File: src/rtl/apb_pkg.sv
// Shared APB definitions: bus widths, FSM state encoding and register-map constants.
package apb_pkg;

  localparam int APB_DATA_W  = 32;
  localparam int APB_ADDR_W  = 32;
  localparam int APB_NSEL    = 3;
  localparam int WAITCFG_IDX = 0;
  localparam int WAIT_W      = 4;

  typedef enum logic {
    IDLE   = 1'b0,
    ACCESS = 1'b1
  } apb_state_e;

  // Word index of a register from the low byte-address bits kept by the slave.
  function automatic logic [3:0] reg_index(input logic [5:0] addr);
    return addr[5:2];
  endfunction

endpackage

File: src/rtl/apb_wait_counter.sv
// Wait-state counter: loaded at the setup phase, counts down during the access phase.
module apb_wait_counter
  import apb_pkg::*;
#(
  parameter int W = WAIT_W
) (
  input  logic         clk,
  input  logic         rst,
  input  logic         load,
  input  logic [W-1:0] load_val,
  input  logic         dec,
  output logic         cnt_zero
);

  logic [W-1:0] cnt_q, cnt_d;

  // Load has priority; decrement saturates at zero.
  always_comb begin
    cnt_d = cnt_q;
    if (load) begin
      cnt_d = load_val;
    end else if (dec && (cnt_q != '0)) begin
      cnt_d = cnt_q - 1'b1;
    end
  end

  // Counter register with synchronous active-low reset.
  always_ff @(posedge clk) begin
    if (!rst) begin
      cnt_q <= '0;
    end else begin
      cnt_q <= cnt_d;
    end
  end

  assign cnt_zero = (cnt_q == '0);

endmodule

File: src/rtl/apb_slave_regfile.sv
// APB completer with a small 32-bit register bank and programmable wait states.
// reg0 is WAITCFG (4-bit wait count); the remaining registers are plain 32-bit RW.
module apb_slave_regfile
  import apb_pkg::*;
#(
  parameter int SLV_ID       = 0,
  parameter int NUM_REGS     = 8,
  parameter int WAIT_DEFAULT = 0
) (
  input  logic                  clk,
  input  logic                  rst,
  input  logic [APB_NSEL-1:0]   Pselx,
  input  logic                  Penable,
  input  logic                  Pwrite,
  input  logic [APB_ADDR_W-1:0] Paddr,
  input  logic [APB_DATA_W-1:0] Pwdata,
  output logic [APB_DATA_W-1:0] Prdata,
  output logic                  Pready,
  output logic                  Pslverr
);

  localparam logic [4:0] NUM_REGS_W = 5'(NUM_REGS);

  logic                  sel;
  apb_state_e            state_q, state_d;
  logic [5:0]            addr_q, addr_d;
  logic                  write_q, write_d;
  logic [APB_DATA_W-1:0] wdata_q, wdata_d;
  logic [WAIT_W-1:0]     wait_cfg_q;
  logic                  setup_fire;
  logic                  cnt_dec;
  logic                  cnt_zero;
  logic                  done;
  logic                  addr_err;
  logic                  commit;
  logic [3:0]            idx_q;
  logic [APB_DATA_W-1:0] rdata_sel;
  logic [APB_DATA_W-1:0] rd_word [NUM_REGS];
  logic                  unused_inputs;

  assign sel   = Pselx[SLV_ID];
  assign idx_q = reg_index(addr_q);

  // The bridge has already decoded the slot, so the upper address bits and the
  // other select lines carry no information for this slave.
  assign unused_inputs = ^{Paddr[APB_ADDR_W-1:6], Pselx};

  // Next-state and capture logic for the two-state APB protocol machine.
  always_comb begin
    state_d    = state_q;
    addr_d     = addr_q;
    write_d    = write_q;
    wdata_d    = wdata_q;
    setup_fire = 1'b0;
    cnt_dec    = 1'b0;
    done       = 1'b0;
    case (state_q)
      IDLE: begin
        if (sel && !Penable) begin
          setup_fire = 1'b1;
          addr_d     = Paddr[5:0];
          write_d    = Pwrite;
          wdata_d    = Pwdata;
          state_d    = ACCESS;
        end
      end
      ACCESS: begin
        if (sel && Penable) begin
          if (!cnt_zero) begin
            cnt_dec = 1'b1;
          end else begin
            done    = 1'b1;
            state_d = IDLE;
          end
        end else begin
          // Dropped select or enable mid-transfer: abandon without response.
          state_d = IDLE;
        end
      end
      default: state_d = IDLE;
    endcase
    // A reset cycle never completes a transfer, even if the counter hit zero.
    if (!rst) begin
      done = 1'b0;
    end
  end

  // Protocol state and setup-phase capture registers.
  always_ff @(posedge clk) begin
    if (!rst) begin
      state_q <= IDLE;
      addr_q  <= '0;
      write_q <= 1'b0;
      wdata_q <= '0;
    end else begin
      state_q <= state_d;
      addr_q  <= addr_d;
      write_q <= write_d;
      wdata_q <= wdata_d;
    end
  end

  apb_wait_counter #(
    .W(WAIT_W)
  ) u_wait_counter (
    .clk     (clk),
    .rst     (rst),
    .load    (setup_fire),
    .load_val(wait_cfg_q),
    .dec     (cnt_dec),
    .cnt_zero(cnt_zero)
  );

  assign addr_err = (addr_q[1:0] != 2'b00) || ({1'b0, idx_q} >= NUM_REGS_W);
  assign commit   = done && write_q && !addr_err;

  // Register bank: WAITCFG holds only its low nibble, the rest are full words.
  for (genvar gi = 0; gi < NUM_REGS; gi++) begin : g_regs
    if (gi == WAITCFG_IDX) begin : g_waitcfg
      logic [WAIT_W-1:0] wait_cfg_d;

      // WAITCFG update; the new value is only seen by the next setup phase.
      always_comb begin
        wait_cfg_d = wait_cfg_q;
        if (commit && (idx_q == 4'(gi))) begin
          wait_cfg_d = wdata_q[WAIT_W-1:0];
        end
      end

      // WAITCFG storage, reset to the configured default wait count.
      always_ff @(posedge clk) begin
        if (!rst) begin
          wait_cfg_q <= WAIT_W'(WAIT_DEFAULT);
        end else begin
          wait_cfg_q <= wait_cfg_d;
        end
      end

      assign rd_word[gi] = {{(APB_DATA_W-WAIT_W){1'b0}}, wait_cfg_q};
    end else begin : g_data
      logic [APB_DATA_W-1:0] reg_q, reg_d;

      // General-purpose register update on a committed, error-free write.
      always_comb begin
        reg_d = reg_q;
        if (commit && (idx_q == 4'(gi))) begin
          reg_d = wdata_q;
        end
      end

      // General-purpose register storage.
      always_ff @(posedge clk) begin
        if (!rst) begin
          reg_q <= '0;
        end else begin
          reg_q <= reg_d;
        end
      end

      assign rd_word[gi] = reg_q;
    end
  end

  // Read mux over the bank; out-of-range indices fall through to zero.
  always_comb begin
    rdata_sel = '0;
    for (int i = 0; i < NUM_REGS; i++) begin
      if (idx_q == 4'(i)) begin
        rdata_sel = rd_word[i];
      end
    end
  end

  assign Pready  = done;
  assign Pslverr = done && addr_err;
  assign Prdata  = (done && !write_q && !addr_err) ? rdata_sel : '0;

endmodule

File: config.mk
export PLATFORM = sky130hd
export DESIGN_NAME = apb_slave_regfile
export DESIGN_NICKNAME = d
export VERILOG_FILES = /design/src/rtl/apb_pkg.sv /design/src/rtl/apb_wait_counter.sv /design/src/rtl/apb_slave_regfile.sv
export SDC_FILE = /design/constraint.sdc
export NUM_CORES = 1
export LEC_CHECK = 0
export BUFFER_PORTS_ARGS = -buffer_cell sky130_fd_sc_hd__buf_2
export CAP_MARGIN = 25
export CORE_MARGIN = 2
export CORE_UTILIZATION = 30
export CTS_BUF_LIST = sky130_fd_sc_hd__clkbuf_8 sky130_fd_sc_hd__clkbuf_16
export CTS_CLUSTER_DIAMETER = 80
export DETAILED_ROUTE_END_ITERATION = 8
export PLACE_DENSITY = 0.5
export SKIP_CTS_REPAIR_TIMING = 1
export SLEW_MARGIN = 20
export SYNTH_ARGS = -nofsm -noshare
export SYNTH_HDL_FRONTEND = slang
export SYNTH_HIERARCHICAL = 1
export SYNTH_SLANG_ARGS = --single-unit
export TNS_END_PERCENT = 5
File: constraint.sdc
create_clock -name clk -period 4 [get_ports clk]
set_clock_uncertainty 0.1 [all_clocks]
set_input_delay 0.2 -clock clk [delete_from_list [all_inputs] [get_ports clk]]
set_output_delay 0.2 -clock clk [all_outputs]
set_load 0.03 [all_outputs]
Word-level counts from Yosys, hierarchy flattened
Index checks and enable logic that the tools add are counted.
- $add $sub $neg: 1
- $lt $le $gt $ge: 1
- equality and inequality tests: 7
- multiplexer cells: 21
- bitwise logic cells: 1
- reductions and logical operators: 26
- operator list (cell ; count):
    $mux W32 ; 8
    $eq A4 B3 Y1 const B ; 4
    $logic_and A1 B1 Y1 ; 16
    $mux W4 ; 3
    $mux W1 ; 9
    $eq A4 B2 Y1 const B ; 2
    $logic_not A4 Y1 ; 2
    $eq A4 B1 Y1 const B ; 1
    $ge A4 B4 Y1 const B ; 1
    $reduce_bool A2 Y1 ; 2
    $reduce_bool A4 Y1 ; 1
    $sub A4 B1 Y4 const B ; 1
    $logic_not A1 Y1 ; 3
    $pmux W1 S2 ; 1
    $reduce_and A2 Y1 ; 1
    $logic_or A1 B1 Y1 ; 1
    $not A1 Y1 ; 1
- flip-flop bits (word level): 272
- bits of input ports: 71
- output and inout bits: 34
- word-level logic and storage cells: 70

Longest topological paths before layout
Gate-level depths: netlist of run 1.
- depth after elaboration: 10
- gate-level depth with buffers: 11
- mapped depth without buffers: 8

Hierarchy
Netlist of run 1, hierarchy kept.
- modules (own cells, without submodules) (module ; times used ; cells an instance ; area an instance (um^2) ; sequential area each (um^2)):
    apb_slave_regfile ; 1 ; 1472 ; 11815.1 ; 5365.1
    apb_wait_counter ; 1 ; 31 ; 256.5 ; 80.1

Least setup slack after synthesis of run 1
Ideal clock, no wire load.
- path type: flip-flop to output port
- start: reg u_wait_counter.cnt_q[0]
- end: out Prdata[9]
- arrival: 2514 ps
- required time: 3700 ps
- slack: 1186 ps
- cell stages (with the launch flop): 9
- buffers on the path: 1
- path through: dfxtp_1 -> inv_1 -> ha_1 -> or3b_4 -> clkinv_2 -> nand3_1 -> or3_4 -> buf_6 -> nor3_1
- longest elaborated chain between the ends: 8
- ends and longest elaborated chain (what ; RTL line ; text):
    start, declared ; apb_wait_counter.sv:15 ; logic [W-1:0] cnt_q, cnt_d;
    start signal, assigned ; apb_wait_counter.sv:32 ; cnt_q <= cnt_d;
    $logic_not A4 Y1 ; apb_wait_counter.sv:36 ; assign cnt_zero = (cnt_q == '0);
    named net cnt_zero ; apb_slave_regfile.sv:32 ; logic cnt_zero;
    $mux W1 ; apb_slave_regfile.sv:69 ; if (!cnt_zero) begin
    $mux W1 ; apb_slave_regfile.sv:68 ; if (sel && Penable) begin
    $mux W1 ; apb_slave_regfile.sv:57 ; case (state_q)
    $mux W1 ; apb_slave_regfile.sv:83 ; if (!rst) begin
    $logic_and A1 B1 Y1 (2 in series) ; apb_slave_regfile.sv:176 ; assign Prdata = (done && !write_q && !addr_err) ? rdata_sel : '0;
    $mux W32 ; apb_slave_regfile.sv:176 ;
    end, declared ; apb_slave_regfile.sv:17 ; output logic [APB_DATA_W-1:0] Prdata,
The timed path passes the listed nets, and every way through them passes these cells.

Final worst setup path of run 1
- start: reg u_wait_counter.cnt_q[0]
- end: out Prdata[11]
The elaborated chain is that of the path after synthesis.

==> results of run 1 <==
path summary, 6_finish.rpt:
kind | start | endpoint | slack, ns | cells past startpoint
setup / recovery | u_wait_counter/cnt_q[0] | Prdata[11] | 0.42 | 8
hold / removal | rst | state_q | -0.004 | 2
setup reg to reg | u_wait_counter/cnt_q[0] | g_regs[2].g_data.reg_q[24] | 0.67 | 9
hold reg to reg | g_regs[4].g_data.reg_q[1] | g_regs[4].g_data.reg_q[1] | 0.35 | 2
layout make-up:
type,instances,area (sq um),area share
clock inverters,15,96.3,0.00675
multi-input cells,1078,5900,0.413
well taps,525,657,0.0460
repair buffers,165,1200,0.0841
clock buffers,40,945,0.0662
inverters,9,35.0,0.00245
flip-flops and latches,272,5450,0.381
power breakdown:
group	internal (W)	switching, W	total (W)	leakage, nW
registers	0.00273	0.0000481	0.00278	2.19
logic	0.000122	0.000147	0.000268	1.95
clock network	0.00173	0.00116	0.00290	0.550
stage by stage:
stage	hold WS, ns	cells	total power (W)	worst slack, ns	area, sq um
after floorplan	0.238	1503	0.00299	1.19	12100
after global placement	0.338	2007	0.00308	0.751	12800
after detailed placement	0.343	2008	0.00308	0.744	12800
after CTS	-0.174	2063	0.00598	0.346	13900
after global routing	0.0127	2104	0.00616	0.327	14300
final	-0.00436	2104	0.00594	0.422	14300
state kept, by name, indices dropped and copies added (netlist names):
| signal | flops |
|---|---|
| g_regs.g_data.reg_q | 224 |
| wdata_q | 32 |
| addr_q | 6 |
| u_wait_counter/cnt_q | 4 |
| wait_cfg_q | 4 |
| state_q | 1 |
| write_q | 1 |
cells by family after synthesis:
group | after synthesis | synth area share
AOI/OAI and AO/OA | 428 | 0.258
buffers and inverters | 153 | 0.0623
muxes | 13 | 0.0108
DFF | 272 | 0.451
adders and majority gates | 1 | 0.00104
and+or+nand+nor | 636 | 0.217
layout by cell type (no fill, tap or decap), types with 5 or more instances in the layout:
cell,instances
o221ai_1,8
a31oi_1,15
buf_2,75
clkbuf_16,35
inv_1,16
nor2_1,32
o21ai_0,21
a21oi_1,35
mux2i_1,13
a222oi_1,15
nor2b_1,11
o211ai_1,5
nand3_1,7
dlygate4sd3_1,39
o22ai_1,8
dfxtp_1,272
buf_4,45
nor3_1,7
a21boi_1,162
nand2_1,541
a22oi_1,35
clkbuf_8,5
a221oi_1,6
a21boi_0,101
nor2_2,5
per-layer routing:
| metal | track usage | vias to the layer above | wire, um |
|---|---|---|---|
| met5 | 0 | - | 0 |
| li1 | - | 5172 | - |
| met2 | 0.320 | 258 | 18900 |
| met3 | 0.0288 | 62 | 2030 |
| met1 | 0.248 | 5138 | 18100 |
| met4 | 0.0512 | 0 | 820 |
critical path: cells and delay by family (launching register included):
kind | cells | cell delay [ns]
AND/OR/NAND/NOR | 4 | 1.74
buffers and inverters | 3 | 0.47
flip-flops | 1 | 0.33
adder cells (fa/ha/maj) | 1 | 0.20
==> results.toml, run 1 <==
[outcome]
status = "finished with violations"
violations = "negative hold slack"

[pwr]
powerDensity_nw_per_um2 = 416
leakagePower_nw = 4.69
vdd_drop_max_mv = 0.286

[logic_synthesis]
dominantRegCellSynth = "dfxtp_1"
synth_area_leaders = "dfxtp_1 (45%), nand2_1 (17%), a21boi_1 (10%)"
synthTopCellsByCount = "nand2_1 (542), dfxtp_1 (272), a21boi_1 (162)"
synth_seq_area_share = 0.451
synth.cell_area_sq_um = 12100
ys_ff_latch = 272
synth_edf_count = 0
synth_cell_types = 57
async_flop_share = 0
netlist.area_leader.share = 0.451
synth_most_common_cell = "nand2_1"
synth.net_count = 1575
netlist_instances = 1503
syn_area_per_cell_sq_um = 8.03
synth.largest_area_cell = "dfxtp_1"
synth_warnings = 6

[timing]
setup_viol = 0
maxSlewViolCount = 0
hold_viol_final = 1
holdWs_ns = -0.00436
max_freq_mhz = 280
tns_ns = 0
maxSlewHeadroom = 0.347
fin_crit_sh = 0.894
period_needed_ns = 3.58
worstMarginPinSlew_ns = 0.979
rsz0062_at_grt = "false"

[final_layout]
area_growth_pct = 18.3
final_core_util = 0.359
diodes = 0
nNetsFinal = 1632
n_fill_cell = 4130
drive_gt1_frac = 0.125

[floorplanning]
dieArea_sq_um = 41900
initial_utilization = 0.304
die_x_um = 205
core_sq_um = 39700
die_h_um = 205
io_pins = 105
fp-row-count = 73

[drt]
firstDrtPassIters = 5
postRouteAntennaNets = 0
drcViolationCount = 0
via_per_inst = 5.05
vias = 10600
wl_per_cell_um = 19.0
wirelength_mm = 39.9
initialDrtViolationCount = 773

[cts]
cts_tree = "yes"
cts-root-buf = "clkbuf_16"
clock_path_buffers = 3
cts_buffers = 34
clk_pin_slew_ns = 0.06
clk_latency_ns = 0.51
cts_num_sinks = 272
cts_max_level = 2

[grt]
antenna_found_initial = 0
grt_pass1_vias = 10000
grt_pass1_wl_mm = 60.7
overflow = 0
track_usage = 0.189
grt_max_degree = 113

[worst_setup_path]
cp-end-kind = "primary output"
max_stage_delay_ns = 0.63
criticalPathCategory = "flip-flop to primary output"
cp-start-kind = "flip-flop"
critical_path_arrival_ns = 3.28
crit_required_ns = 3.70
path_cells = "inv_1, ha_1, or3b_4, clkinv_2, nand3_1, or3_4, nor3_1, buf_2"
cp_max_fo = 22
cp_slowest_cell = "or3_4"

[placed_design]
port_buffers = 76
gp_congestion = 0.754
dp.final_hpwl_mm = 23.9

[worst_hold_path]
hp-class = "input pin to flip-flop"

[job]
drv_cap = 0
Note: power is estimated with default switching activity, not from simulation.
==> inputs of run 2 (changes only) <==
==> constraint.sdc (replaced) <==
create_clock -name clk -period 4 [get_ports clk]
set_clock_uncertainty 0.1 [all_clocks]
set_input_delay 0.2 -clock clk [delete_from_list [all_inputs] [get_ports clk]]
set_output_delay 0.2 -clock clk [all_outputs]
set_load 0.01 [all_outputs]
==> run 2 against run 1 <==
Net effect: the flow still finishes with violations (negative hold slack); fmax grew 2.4%; die area is the same; setup slack gained 0.082 ns; sequential cell count is the same; non-clock buffer count shrank 3; critical path depth shrank 2; critical path type unchanged; highest routed layer unchanged.
==> results.toml, run 2 (same netlist as run 1, synthesis figures left out) <==
[outcome]
status = "finished with violations"
violations = "negative hold slack"

[timing]
tns_ns = 0
setup_viol = 0
holdWs_ns = -0.0138
maxSlewViolCount = 0
period_needed_ns = 3.50
maxSlewHeadroom = 0.312
fin_crit_sh = 0.874
rsz0062_at_grt = "false"
hold_viol_final = 5
setup_ws_ns = 0.504
max_freq_mhz = 286
worstMarginPinSlew_ns = 1.03

[worst_setup_path]
path_cells = "nand2b_1, nor2_2, buf_4, a221oi_1, a21oi_1, buf_2"
cp_slowest_cell = "dfxtp_1"
max_stage_delay_ns = 0.84
cp_max_fo = 18
critical_path_arrival_ns = 3.20
worstSetupStartpoint = "addr_q[2]"
timing.rr.start = "addr_q[5]"
crit_required_ns = 3.70
criticalPathCategory = "flip-flop to primary output"
cp-start-kind = "flip-flop"
cp-end-kind = "primary output"

[floorplanning]
fp-row-count = 73
dieArea_sq_um = 41900
die_x_um = 205
core_sq_um = 39700
die_h_um = 205
initial_utilization = 0.304
io_pins = 105

[drt]
via_per_inst = 5.06
wl_per_cell_um = 18.9
initialDrtViolationCount = 891
wirelength_mm = 39.7
drcViolationCount = 0
firstDrtPassIters = 9
postRouteAntennaNets = 0
vias = 10600

[final_layout]
mostFrequentLayoutCell = "nand2_1"
diodes = 0
nNetsFinal = 1629
final_cell_mix = "nand2_1 (541), dfxtp_1 (272), a21boi_1 (162), a21boi_0 (101), buf_2 (75)"
drive_gt1_frac = 0.126
n_fill_cell = 4130
regMostFlops = "g_regs.g_data.reg_q"
largest_reg_flops = 224
area_growth_pct = 18.3
largestRegisters = "g_regs.g_data.reg_q (224), wdata_q (32), addr_q (6)"

[cts]
cts-root-buf = "clkbuf_16"
cts_max_level = 2
cts_num_sinks = 272
clk_pin_slew_ns = 0.05
clk_latency_ns = 0.51
clock_path_buffers = 3
cts_tree = "yes"
cts_buffers = 34

[placed_design]
dp.final_hpwl_mm = 23.8
port_buffers = 76
gp_congestion = 0.753
post-place-ws_ns = 0.988

[pwr]
leakagePower_nw = 4.70
vdd_drop_max_mv = 0.315
powerDensity_nw_per_um2 = 426

[grt]
grt_pass1_vias = 10200
track_usage = 0.188
grt_max_degree = 117
antenna_found_initial = 0
grt_pass1_wl_mm = 60.6
overflow = 0

[worst_hold_path]
hp-class = "input pin to flip-flop"
min-delay-start = "rst"

[job]
drv_cap = 0
## run 2: cell types whose count changed in the layout (fill, tap and decap cells not counted)
cell	delta
clkinv_2	+3
buf_12	-1
inv_6	-1
inv_1	-3
buf_6	-1
buf_8	-1
bufinv_16	+2
## run 2: power breakdown
part | internal [W] | leakage, nW | switching, W | total [W]
clock | 0.00186 | 0.570 | 0.00117 | 0.00304
combinational | 0.000121 | 1.93 | 0.000146 | 0.000268
sequential | 0.00273 | 2.19 | 0.0000472 | 0.00278
total | 0.00471 | 4.70 | 0.00137 | 0.00608
## run 2: cell type report
cell class | count | area (sq um) | share of cell area
multi-input cells | 1078 | 5900 | 0.413
flip-flops and latches | 272 | 5450 | 0.381
repair buffers | 162 | 1150 | 0.0808
clock buffers | 40 | 945 | 0.0661
well taps | 525 | 657 | 0.0460
clock inverters | 16 | 151 | 0.0106
inverters | 9 | 35.0 | 0.00245
## run 2: through the flow
step | cell area [sq um] | util | instances | power, W | hold WS, ns
after global placement | 12800 | 0.322 | 2007 | 0.00308 | 0.339
final | 14300 | 0.360 | 2102 | 0.00608 | -0.0138
after floorplan | 12100 | - | 1503 | 0.00299 | 0.238
after detailed placement | 12800 | 0.322 | 2007 | 0.00308 | 0.342
after CTS | 13900 | 0.350 | 2063 | 0.00612 | -0.177
after global routing | 14300 | 0.360 | 2102 | 0.00629 | 0.00340
## run 2: metal layers
metal / share of wire / global-route usage / routed length, um
met1: 0.46 / 0.251 / 18100
met2: 0.47 / 0.316 / 18800
met3: 0.047 / 0.0235 / 1870
met4: 0.023 / 0.0585 / 912
met5: 0 / 0 / 0
## run 2: critical path: cells and delay by family (launching register included)
family	cells	cell delay, ns
flip-flops	1	0.84
AO/OA/AOI/OAI	2	0.42
AND/OR/NAND/NOR	2	0.87
buffers and inverters	2	0.54
## run 2: final timing paths
kind | to | depth (start not counted) | slack [ns]
setup / recovery | Prdata[18] | 6 | 0.50
hold / removal | addr_q[5] | 2 | -0.01
setup reg to reg | g_regs[6].g_data.reg_q[24] | 6 | 0.99
hold reg to reg | g_regs[7].g_data.reg_q[5] | 2 | 0.35
